File: config.mk
export PLATFORM = sky130hd
export DESIGN_NAME = multicycle_maindec
export DESIGN_NICKNAME = d
export VERILOG_FILES = /design/src/rtl/multicycle_maindec.sv
export SDC_FILE = /design/constraint.sdc
export NUM_CORES = 1
export LEC_CHECK = 0
export ABC_AREA = 1
export CORE_MARGIN = 2
export CORE_UTILIZATION = 34
export CTS_CLUSTER_SIZE = 12
export DETAILED_ROUTE_END_ITERATION = 16
export HOLD_SLACK_MARGIN = 0.06
export PLACE_DENSITY = 0.89
export SETUP_SLACK_MARGIN = 0.15
export SKIP_CTS_REPAIR_TIMING = 1
export SYNTH_ARGS = -nofsm -noshare
export SYNTH_HDL_FRONTEND = slang
export SYNTH_SLANG_ARGS = --single-unit
export TNS_END_PERCENT = 1
File: constraint.sdc
create_clock -name clk -period 1.55 [get_ports clk]
set_input_delay 0.31 -clock clk [delete_from_list [all_inputs] [get_ports clk]]
set_output_delay 0.31 -clock clk [all_outputs]
set_load 0.1 [all_outputs]
File: src/rtl/multicycle_maindec.sv
// Main-decoder FSM for the multicycle RISC-V core: sequences Fetch/Decode/Execute/Memory/Writeback and drives datapath strobes.
// Latency: lw 5, sw/R/I/jal 4, beq 3, illegal 3 (2 without trap) cycles, plus one cycle per memory wait.
// Backpressure: with MEM_HANDSHAKE=1, Fetch/MemRead/MemWr hold until MemReady; otherwise MemReady is ignored.
module multicycle_maindec #(
    parameter bit MEM_HANDSHAKE = 1'b0,
    parameter bit ILLEGAL_TRAP  = 1'b1
) (
    input  logic       clk,
    input  logic       reset,
    input  logic [6:0] op,
    input  logic       MemReady,
    output logic       RegWrite,
    output logic       MemWrite,
    output logic       IRWrite,
    output logic       PCUpdate,
    output logic       Branch,
    output logic       AdrSrc,
    output logic [1:0] ResultSrc,
    output logic [1:0] ALUSrcA,
    output logic [1:0] ALUSrcB,
    output logic [1:0] ALUOp,
    output logic [1:0] ImmSrc,
    output logic       Illegal,
    output logic       Retire,
    output logic [3:0] State
);

    localparam logic [3:0] S_FETCH   = 4'd0;
    localparam logic [3:0] S_DECODE  = 4'd1;
    localparam logic [3:0] S_MEMADR  = 4'd2;
    localparam logic [3:0] S_MEMREAD = 4'd3;
    localparam logic [3:0] S_MEMWB   = 4'd4;
    localparam logic [3:0] S_MEMWR   = 4'd5;
    localparam logic [3:0] S_EXECR   = 4'd6;
    localparam logic [3:0] S_ALUWB   = 4'd7;
    localparam logic [3:0] S_EXECI   = 4'd8;
    localparam logic [3:0] S_JAL     = 4'd9;
    localparam logic [3:0] S_BEQ     = 4'd10;
    localparam logic [3:0] S_TRAP    = 4'd11;

    localparam logic [6:0] OP_LW   = 7'b0000011;
    localparam logic [6:0] OP_SW   = 7'b0100011;
    localparam logic [6:0] OP_R    = 7'b0110011;
    localparam logic [6:0] OP_I    = 7'b0010011;
    localparam logic [6:0] OP_JAL  = 7'b1101111;
    localparam logic [6:0] OP_BEQ  = 7'b1100011;

    logic [3:0] state;
    logic [3:0] next_state;
    logic       rdy;

    assign rdy   = MEM_HANDSHAKE ? MemReady : 1'b1;
    assign State = state;

    always_ff @(posedge clk) begin
        if (reset) state <= S_FETCH;
        else       state <= next_state;
    end

    always_comb begin
        next_state = S_FETCH;
        case (state)
            S_FETCH:   next_state = rdy ? S_DECODE : S_FETCH;
            S_DECODE: begin
                case (op)
                    OP_LW, OP_SW: next_state = S_MEMADR;
                    OP_R:         next_state = S_EXECR;
                    OP_I:         next_state = S_EXECI;
                    OP_JAL:       next_state = S_JAL;
                    OP_BEQ:       next_state = S_BEQ;
                    default:      next_state = ILLEGAL_TRAP ? S_TRAP : S_FETCH;
                endcase
            end
            S_MEMADR:  next_state = (op == OP_LW) ? S_MEMREAD : S_MEMWR;
            S_MEMREAD: next_state = rdy ? S_MEMWB : S_MEMREAD;
            S_MEMWB:   next_state = S_FETCH;
            S_MEMWR:   next_state = rdy ? S_FETCH : S_MEMWR;
            S_EXECR:   next_state = S_ALUWB;
            S_EXECI:   next_state = S_ALUWB;
            S_ALUWB:   next_state = S_FETCH;
            S_JAL:     next_state = S_ALUWB;
            S_BEQ:     next_state = S_FETCH;
            S_TRAP:    next_state = S_FETCH;
            default:   next_state = S_FETCH;
        endcase
    end

    always_comb begin
        RegWrite  = 1'b0;
        MemWrite  = 1'b0;
        IRWrite   = 1'b0;
        PCUpdate  = 1'b0;
        Branch    = 1'b0;
        AdrSrc    = 1'b0;
        ResultSrc = 2'b00;
        ALUSrcA   = 2'b00;
        ALUSrcB   = 2'b00;
        ALUOp     = 2'b00;
        Illegal   = 1'b0;
        Retire    = 1'b0;
        case (state)
            S_FETCH: begin
                ALUSrcB   = 2'b10;
                ResultSrc = 2'b10;
                IRWrite   = rdy;
                PCUpdate  = rdy;
            end
            S_DECODE: begin
                ALUSrcA = 2'b01;
                ALUSrcB = 2'b01;
            end
            S_MEMADR: begin
                ALUSrcA = 2'b10;
                ALUSrcB = 2'b01;
            end
            S_MEMREAD: AdrSrc = 1'b1;
            S_MEMWB: begin
                ResultSrc = 2'b01;
                RegWrite  = 1'b1;
                Retire    = 1'b1;
            end
            S_MEMWR: begin
                AdrSrc   = 1'b1;
                MemWrite = 1'b1;
                Retire   = rdy;
            end
            S_EXECR: begin
                ALUSrcA = 2'b10;
                ALUOp   = 2'b10;
            end
            S_EXECI: begin
                ALUSrcA = 2'b10;
                ALUSrcB = 2'b01;
                ALUOp   = 2'b10;
            end
            S_ALUWB: begin
                RegWrite = 1'b1;
                Retire   = 1'b1;
            end
            S_JAL: begin
                ALUSrcA  = 2'b01;
                ALUSrcB  = 2'b10;
                PCUpdate = 1'b1;
            end
            S_BEQ: begin
                ALUSrcA = 2'b10;
                ALUOp   = 2'b01;
                Branch  = 1'b1;
                Retire  = 1'b1;
            end
            S_TRAP:  Illegal = 1'b1;
            default: ;
        endcase
        // Reset abandons the current instruction, so no strobe may escape this cycle.
        if (reset) begin
            RegWrite = 1'b0;
            MemWrite = 1'b0;
            IRWrite  = 1'b0;
            PCUpdate = 1'b0;
            Branch   = 1'b0;
            Illegal  = 1'b0;
            Retire   = 1'b0;
        end
    end

    always_comb begin
        case (op)
            OP_SW:   ImmSrc = 2'b01;
            OP_BEQ:  ImmSrc = 2'b10;
            OP_JAL:  ImmSrc = 2'b11;
            default: ImmSrc = 2'b00;
        endcase
    end

endmodule

==> impl_metrics.env, run 1 <==
export IMPL_cts_buffers=3
export IMPL_clock_sinks=4
export IMPL_die_h_um=41.20
export IMPL_synth_seq_area_share_pct=17.02
export IMPL_die_w_um=41.20
export IMPL_htree_levels=1
export IMPL_io_buffer_count=30
export IMPL_postSynthCellCount=94
export IMPL_start_util_pct=36.15
export IMPL_yosys_top_cells_area="nand2_1 21%, dfxtp_1 17%, nor2_1 16%"
export IMPL_error_line="[ERROR DPL-0038] Utilization greater than 100%, impossible to legalize"
export IMPL_grt_max_degree=6
export IMPL_syn_area_um2=470.5
export IMPL_clock_tree_root_cell="clkbuf_4"
export IMPL_rows=13
export IMPL_clock_path_buffers=2
export IMPL_synth_distinct_cells=18
export IMPL_synth_top_cell_by_area="nand2_1"
export IMPL_lastStage="global routing"
export IMPL_worstEndpointType="top-level output"
export IMPL_gp_congestion=0.8166
export IMPL_synth_nets=104
export IMPL_io_pins=32
export IMPL_dp_hpwl_um=1879
export IMPL_synth_top_area_share_pct=20.74
export IMPL_worst_endpoint="PCUpdate"
export IMPL_placed_area_um2=1220
export IMPL_status="did not finish"
export IMPL_place_ws_ns=-0.2488
export IMPL_ys_warnings_count=0
export IMPL_syn_area_per_cell_um2=5.005
export IMPL_synth_ff_latch_count=4
## cells in the mapped netlist
cell type  instances
a21oi_1            3
o21ai_0            2
dfxtp_1            4
nor2_2             4
nor4_1             1
nor2_1            20
a21oi_2            1
nand4_1            1
nand2_1           26
nand2_2            2
buf_2              1
nand3_1            4
o211ai_1           1
nor2_4             1
inv_1             16
inv_2              4
nor3_1             2
o21ai_1            1
## kinds of logic after synthesis
logic type      Yosys count  share of synthesized area (%)
buf+inv                  21                          17.02
simple gates             61                          56.12
compound gates            8                          9.839
flops                     4                          17.02
## metrics by stage
step,instances,TNS [ns]
2_1_floorplan,94,-11.68
3_3_place_gp,154,-1.310
3_5_place_dp,154,-1.696
4_1_cts,157,-3.090
==> inputs of run 2 (changes only) <==
Settings changed: CORE_AREA set to 2 2 63 65, CORE_MARGIN 2 to not set, CORE_UTILIZATION 34 to not set, CTS_CLUSTER_SIZE 12 to not set, DIE_AREA set to 0 0 65 67, HOLD_SLACK_MARGIN 0.06 to not set, PLACE_DENSITY 0.89 to not set, PLACE_DENSITY_LB_ADDON set to 0.15, SETUP_SLACK_MARGIN 0.15 to not set.
==> impl_metrics.env, run 2 <==
export IMPL_slew_headroom_pct=83.17
export IMPL_crit_top_cell="inv_2"
export IMPL_cts_tree="done"
export IMPL_worst_ep_arrival_time_ns=1.34
export IMPL_rows=22
export IMPL_hold_violations=0
export IMPL_min_path_type="input port to flop"
export IMPL_grt_pass1_vias=671
export IMPL_overflow=0
export IMPL_start_util_pct=13.05
export IMPL_clock_sinks=4
export IMPL_yosys_top_cells_area="nand2_1 21%, dfxtp_1 17%, nor2_1 16%"
export IMPL_synth_commonest_cells="26 x nand2_1, 20 x nor2_1, 16 x inv_1"
export IMPL_tightest_slew_ns=0.2505
export IMPL_vias=732
export IMPL_wire_per_inst_um=8.902
export IMPL_ff2ff_setup_slack_ns=0.33
export IMPL_nets=157
export IMPL_path_max_fanout=6
export IMPL_fillerInstances=371
export IMPL_die_w_um=65
export IMPL_layout_setup_ws_ns=-0.09781
export IMPL_crit_path_max_incr_delay_ns=0.38
export IMPL_synth_top_area_share_pct=20.74
export IMPL_skew_ns=0.003793
export IMPL_maxCapViolCount=0
export IMPL_hold_start="op[4]"
export IMPL_finalSetupViolations=10
export IMPL_layout_common_cells="21 x buf_12, 19 x nand2_1, 18 x buf_4, 14 x inv_2"
export IMPL_clock_latency_ns=0.22
export IMPL_grt_pass1_wl_um=2739
export IMPL_cp_required_ns=1.24
export IMPL_cts_buffers=3
export IMPL_die_h_um=67
export IMPL_async_reset_ff_share_pct=0
export IMPL_worstSetupPathType="flop to primary output"
export IMPL_ys_warnings_count=0
export IMPL_violations="negative setup slack"
export IMPL_io_pins=32
export IMPL_htree_levels=1
export IMPL_hold_depth=4
export IMPL_rsz0062_at_grt="true"
export IMPL_cp_top_family="flip-flops"
export IMPL_drive_gt1_share_pct=65.52
export IMPL_grtUsageTotal_pct=8.212
export IMPL_seqCellArea_um2=95.09
export IMPL_synth_ff_latch_count=4
export IMPL_postSynthCellCount=94
export IMPL_diodes=0
export IMPL_io_buffer_count=30
export IMPL_synth_distinct_cells=18
export IMPL_gp_congestion=0.7865
export IMPL_ant_nets=0
export IMPL_dieArea_um2=4355
export IMPL_clkTransAtPathRegs_ns=0.03
export IMPL_final_common_cell="buf_12"
export IMPL_clock_tree_root_cell="clkbuf_8"
export IMPL_synth_flop_cell="dfxtp_1"
export IMPL_antenna_found_initial=0
export IMPL_fin_area_um2=1413
export IMPL_yosysMostFrequentCell="nand2_1"
export IMPL_finalCritPeriodShare_pct=106.3
export IMPL_placed_area_um2=1269
export IMPL_synthToLayoutAreaGrowth_pct=200.3
export IMPL_core_um2=3606
export IMPL_dp_hpwl_um=1460
export IMPL_r2r_end="State[2]$_SDFF_PP0_"
export IMPL_synth_edff_count=0
export IMPL_crit_buf_inv=4
export IMPL_wirelength_um=1718
export IMPL_synth_nets=104
export IMPL_hold_path_endpoint="State[3]$_SDFF_PP0_"
export IMPL_syn_area_per_cell_um2=5.005
export IMPL_cpMaxStageDelayCell="dfxtp_4"
export IMPL_routed_via_density=3.793
export IMPL_reg2reg_from="State[2]$_SDFF_PP0_"
export IMPL_period_needed_ns=1.648
export IMPL_synth_seq_area_share_pct=17.02
export IMPL_worst_setup_path_start_kind="flop"
export IMPL_final_max_slew_viol_count=0
export IMPL_clock_path_buffers=2
export IMPL_drtIter0Drc=10
export IMPL_drc=0
export IMPL_grt_max_degree=7
export IMPL_timing_fmax_ghz=0.6069
export IMPL_worstPathCellList="inv_2 -> nor2_4 -> inv_2 -> nor2_4 -> inv_2 -> a21oi_4 -> buf_12"
export IMPL_status="complete, but fails checks"
export IMPL_end_kind="primary output"
export IMPL_reg2reg_depth=9
export IMPL_multi_input_area_um2=446.7
export IMPL_synth_top_cell_by_area="nand2_1"
export IMPL_syn_area_um2=470.5
export IMPL_drtPass1Iterations=3
export IMPL_largest_register_ffs=4
run 2: cell counts after synthesis:
Identical to the previous run, type by type.
run 2: kinds of logic (layout without fill, tap and decap cells):
kind of cell,Yosys count,in the layout,synth area share [%]
AO/OA/AOI/OAI,8,8,9.839
buffers and inverters,21,72,17.02
flip-flops,4,4,17.02
AND/OR/NAND/NOR,61,61,56.12
run 2: final cells by class:
cell class                      count  area share (%)
Sequential cell                     4           6.732
Clock buffer                        3           2.923
Multi-Input combinational cell     69           31.62
Timing Repair Buffer               49           48.98
Tap cell                           48           4.252
Inverter                           20           5.492
run 2: tightest hold or removal path: cells and delay by family:
kind                   cells  cell delay, ns
buffers and inverters      2            0.28
AND/OR/NAND/NOR            1            0.06
AO/OA/AOI/OAI              1            0.12
run 2: how the worst max path moves through the flow:
stage | start | endpoint | cells past startpoint
finish | State[0]$_SDFF_PP0_ | PCUpdate | 7
global route | State[0]$_SDFF_PP0_ | PCUpdate | 7
CTS | op[4] | ImmSrc[0] | 7
detailed placement | op[4] | ImmSrc[0] | 7
global placement | op[4] | ImmSrc[0] | 7
floorplan | State[1]$_SDFF_PP0_ | ALUSrcA[1] | 6
run 2: through the flow:
step	std cells	TNS [ns]	util (%)	hold WS [ns]	setup slack, ns
finish	193	-0.4635	39.17	0.5985	-0.09781
floorplan	94	-11.68	-	0.4965	-1.037
global placement	188	-1.538	35.18	0.6807	-0.2176
detailed placement	188	-1.689	35.18	0.6846	-0.2398
global route	193	-1.396	39.17	0.6284	-0.1789
CTS	191	-1.976	36.33	0.6936	-0.2511
run 2: metal layers:
| metal | global-route usage [%] | part of all wire, % | vias up |
|---|---|---|---|
| li1 | - | - | 386 |
| met1 | 7.723 | 36 | 315 |
| met2 | 15.46 | 53 | 28 |
| met3 | 2.196 | 8.3 | 3 |
| met4 | 5.585 | 2.2 | 0 |
| met5 | 0 | 0 | - |
Power of run 2 is left out: the tool's default activity adds up to more than one toggle a clock period on the data nets, which glitch-free logic cannot reach.
==> inputs of run 3 (changes only) <==
Settings changed: CTS_BUF_LIST set to sky130_fd_sc_hd__clkbuf_8.
==> results of run 3 <==
The final DEF is identical to that of run 2; final timing and power are the same.
Power of run 3 is left out for the same reason.
==> inputs of run 4 (changes only) <==
Settings changed: CTS_CLUSTER_DIAMETER set to 200, SETUP_SLACK_MARGIN set to 0.3.
==> impl_metrics.env, run 4 (synthesized netlist as in run 2, its figures left out) <==
export IMPL_status="complete, but fails checks"
export IMPL_violations="negative setup slack"
export IMPL_final_common_cell="buf_12"
export IMPL_io_buffer_count=30
export IMPL_dieArea_um2=4355
export IMPL_drive_gt1_share_pct=71.72
export IMPL_rows=22
export IMPL_die_h_um=67
export IMPL_r2r_end="State[2]$_SDFF_PP0_"
export IMPL_io_pins=32
export IMPL_ff2ff_setup_slack_ns=0.33
export IMPL_wirelength_um=1726
export IMPL_start_util_pct=13.05
export IMPL_layout_setup_ws_ns=-0.09780
export IMPL_grt_max_degree=7
export IMPL_layout_common_cells="21 x buf_12, 18 x buf_4, 17 x nand2_1, 14 x inv_2, 10 x nand2_2"
export IMPL_crit_path_end="PCUpdate"
export IMPL_skew_ns=0.003793
export IMPL_nets=157
export IMPL_drtPass1Iterations=3
export IMPL_vias=737
export IMPL_end_kind="primary output"
export IMPL_worstSetupPathType="flop to primary output"
export IMPL_fillerInstances=380
export IMPL_cp_required_ns=1.24
export IMPL_timing_fmax_ghz=0.6069
export IMPL_min_path_type="input port to flop"
export IMPL_htree_levels=1
export IMPL_hold_violations=0
export IMPL_maxCapViolCount=0
export IMPL_cts_buffers=3
export IMPL_gp_congestion=0.7865
export IMPL_overflow=0
export IMPL_drtIter0Drc=7
export IMPL_slew_headroom_pct=83.17
export IMPL_cpMaxStageDelayCell="dfxtp_4"
export IMPL_cp_depth=7
export IMPL_crit_path_max_incr_delay_ns=0.38
export IMPL_routed_via_density=3.819
export IMPL_core_um2=3606
export IMPL_crit_top_cell="inv_2"
export IMPL_worst_setup_path_start_kind="flop"
export IMPL_antenna_found_initial=0
export IMPL_clock_path_buffers=2
export IMPL_wire_per_inst_um=8.943
export IMPL_diodes=0
export IMPL_clock_sinks=4
export IMPL_crit_buf_inv=4
export IMPL_worst_ep_arrival_time_ns=1.34
export IMPL_die_w_um=65
export IMPL_finalSetupViolations=10
export IMPL_hold_depth=4
export IMPL_drc=0
export IMPL_grtUsageTotal_pct=8.212
export IMPL_path_max_fanout=6
export IMPL_tightest_slew_ns=0.2505
export IMPL_clock_latency_ns=0.22
export IMPL_ant_nets=0
export IMPL_cts_tree="done"
export IMPL_rsz0062_at_grt="true"
export IMPL_largest_register_ffs=4
export IMPL_clkTransAtPathRegs_ns=0.03
export IMPL_finalCritPeriodShare_pct=106.3
export IMPL_worstPathCellList="inv_2 -> nor2_4 -> inv_2 -> nor2_4 -> inv_2 -> a21oi_4 -> buf_12"
export IMPL_cp_top_family="flip-flops"
export IMPL_grt_pass1_wl_um=2739
export IMPL_synthToLayoutAreaGrowth_pct=194.7
export IMPL_grt_pass1_vias=671
export IMPL_period_needed_ns=1.648
export IMPL_final_max_slew_viol_count=0
export IMPL_dp_hpwl_um=1460
export IMPL_startpoint="State[0]$_SDFF_PP0_"
export IMPL_reg2reg_from="State[2]$_SDFF_PP0_"
export IMPL_clock_tree_root_cell="clkbuf_8"
export IMPL_hold_slack_ns=0.5438
export IMPL_reg2reg_depth=9
## run 4: cell count changes in the layout (fill, tap and decap cells not counted), sizes merged
cell | previous run | this run
buf | 40 | 42
clkbuf | 4 | 8
dlymetal6s2s | 8 | 2
## run 4: cell type report
cell class / instances / area (um^2) / share of cell area (%)
timing repair buffer: 49 / 653.1 / 47.11
multi-input combinational: 69 / 456.7 / 32.94
sequential: 4 / 95.09 / 6.859
inverter: 20 / 80.08 / 5.776
tap: 48 / 60.06 / 4.332
clock buffer: 3 / 41.29 / 2.978
## run 4: worst register-to-register path: cells and delay by family (launching register included)
| family | cells | cell delay [ns] |
|---|---|---|
| AND/OR/NAND/NOR | 7 | 0.58 |
| flip-flops | 1 | 0.34 |
| buffers and inverters | 2 | 0.18 |
## run 4: how the worst min path moves through the flow
stage,startpoint,to,slack (ns)
finish,op[4],State[3]$_SDFF_PP0_,0.54
global route,op[4],State[3]$_SDFF_PP0_,0.57
CTS,State[0]$_SDFF_PP0_,State[0]$_SDFF_PP0_,0.69
detailed placement,State[0]$_SDFF_PP0_,State[0]$_SDFF_PP0_,0.68
global placement,State[0]$_SDFF_PP0_,State[0]$_SDFF_PP0_,0.68
floorplan,op[4],State[3]$_SDFF_PP0_,0.50
## run 4: metrics by stage
step	area (um^2)	util, %	setup TNS, ns	worst slack (ns)	std cells
after floorplan	565.5	-	-11.68	-1.037	94
final	1386	38.45	-0.4635	-0.09780	193
after global routing	1386	38.45	-1.396	-0.1789	193
after CTS	1310	36.33	-1.976	-0.2511	191
after global placement	1269	35.18	-1.538	-0.2176	188
after detailed placement	1269	35.18	-1.689	-0.2398	188
## run 4: per-layer routing
layer	GRT usage (%)	share of wire [%]	routed length, um
met3	2.196	8.5	146
met5	0	0	0
met1	7.723	36	626
met2	15.46	53	915
met4	5.585	2.2	38
Power of run 4 is left out for the same reason.
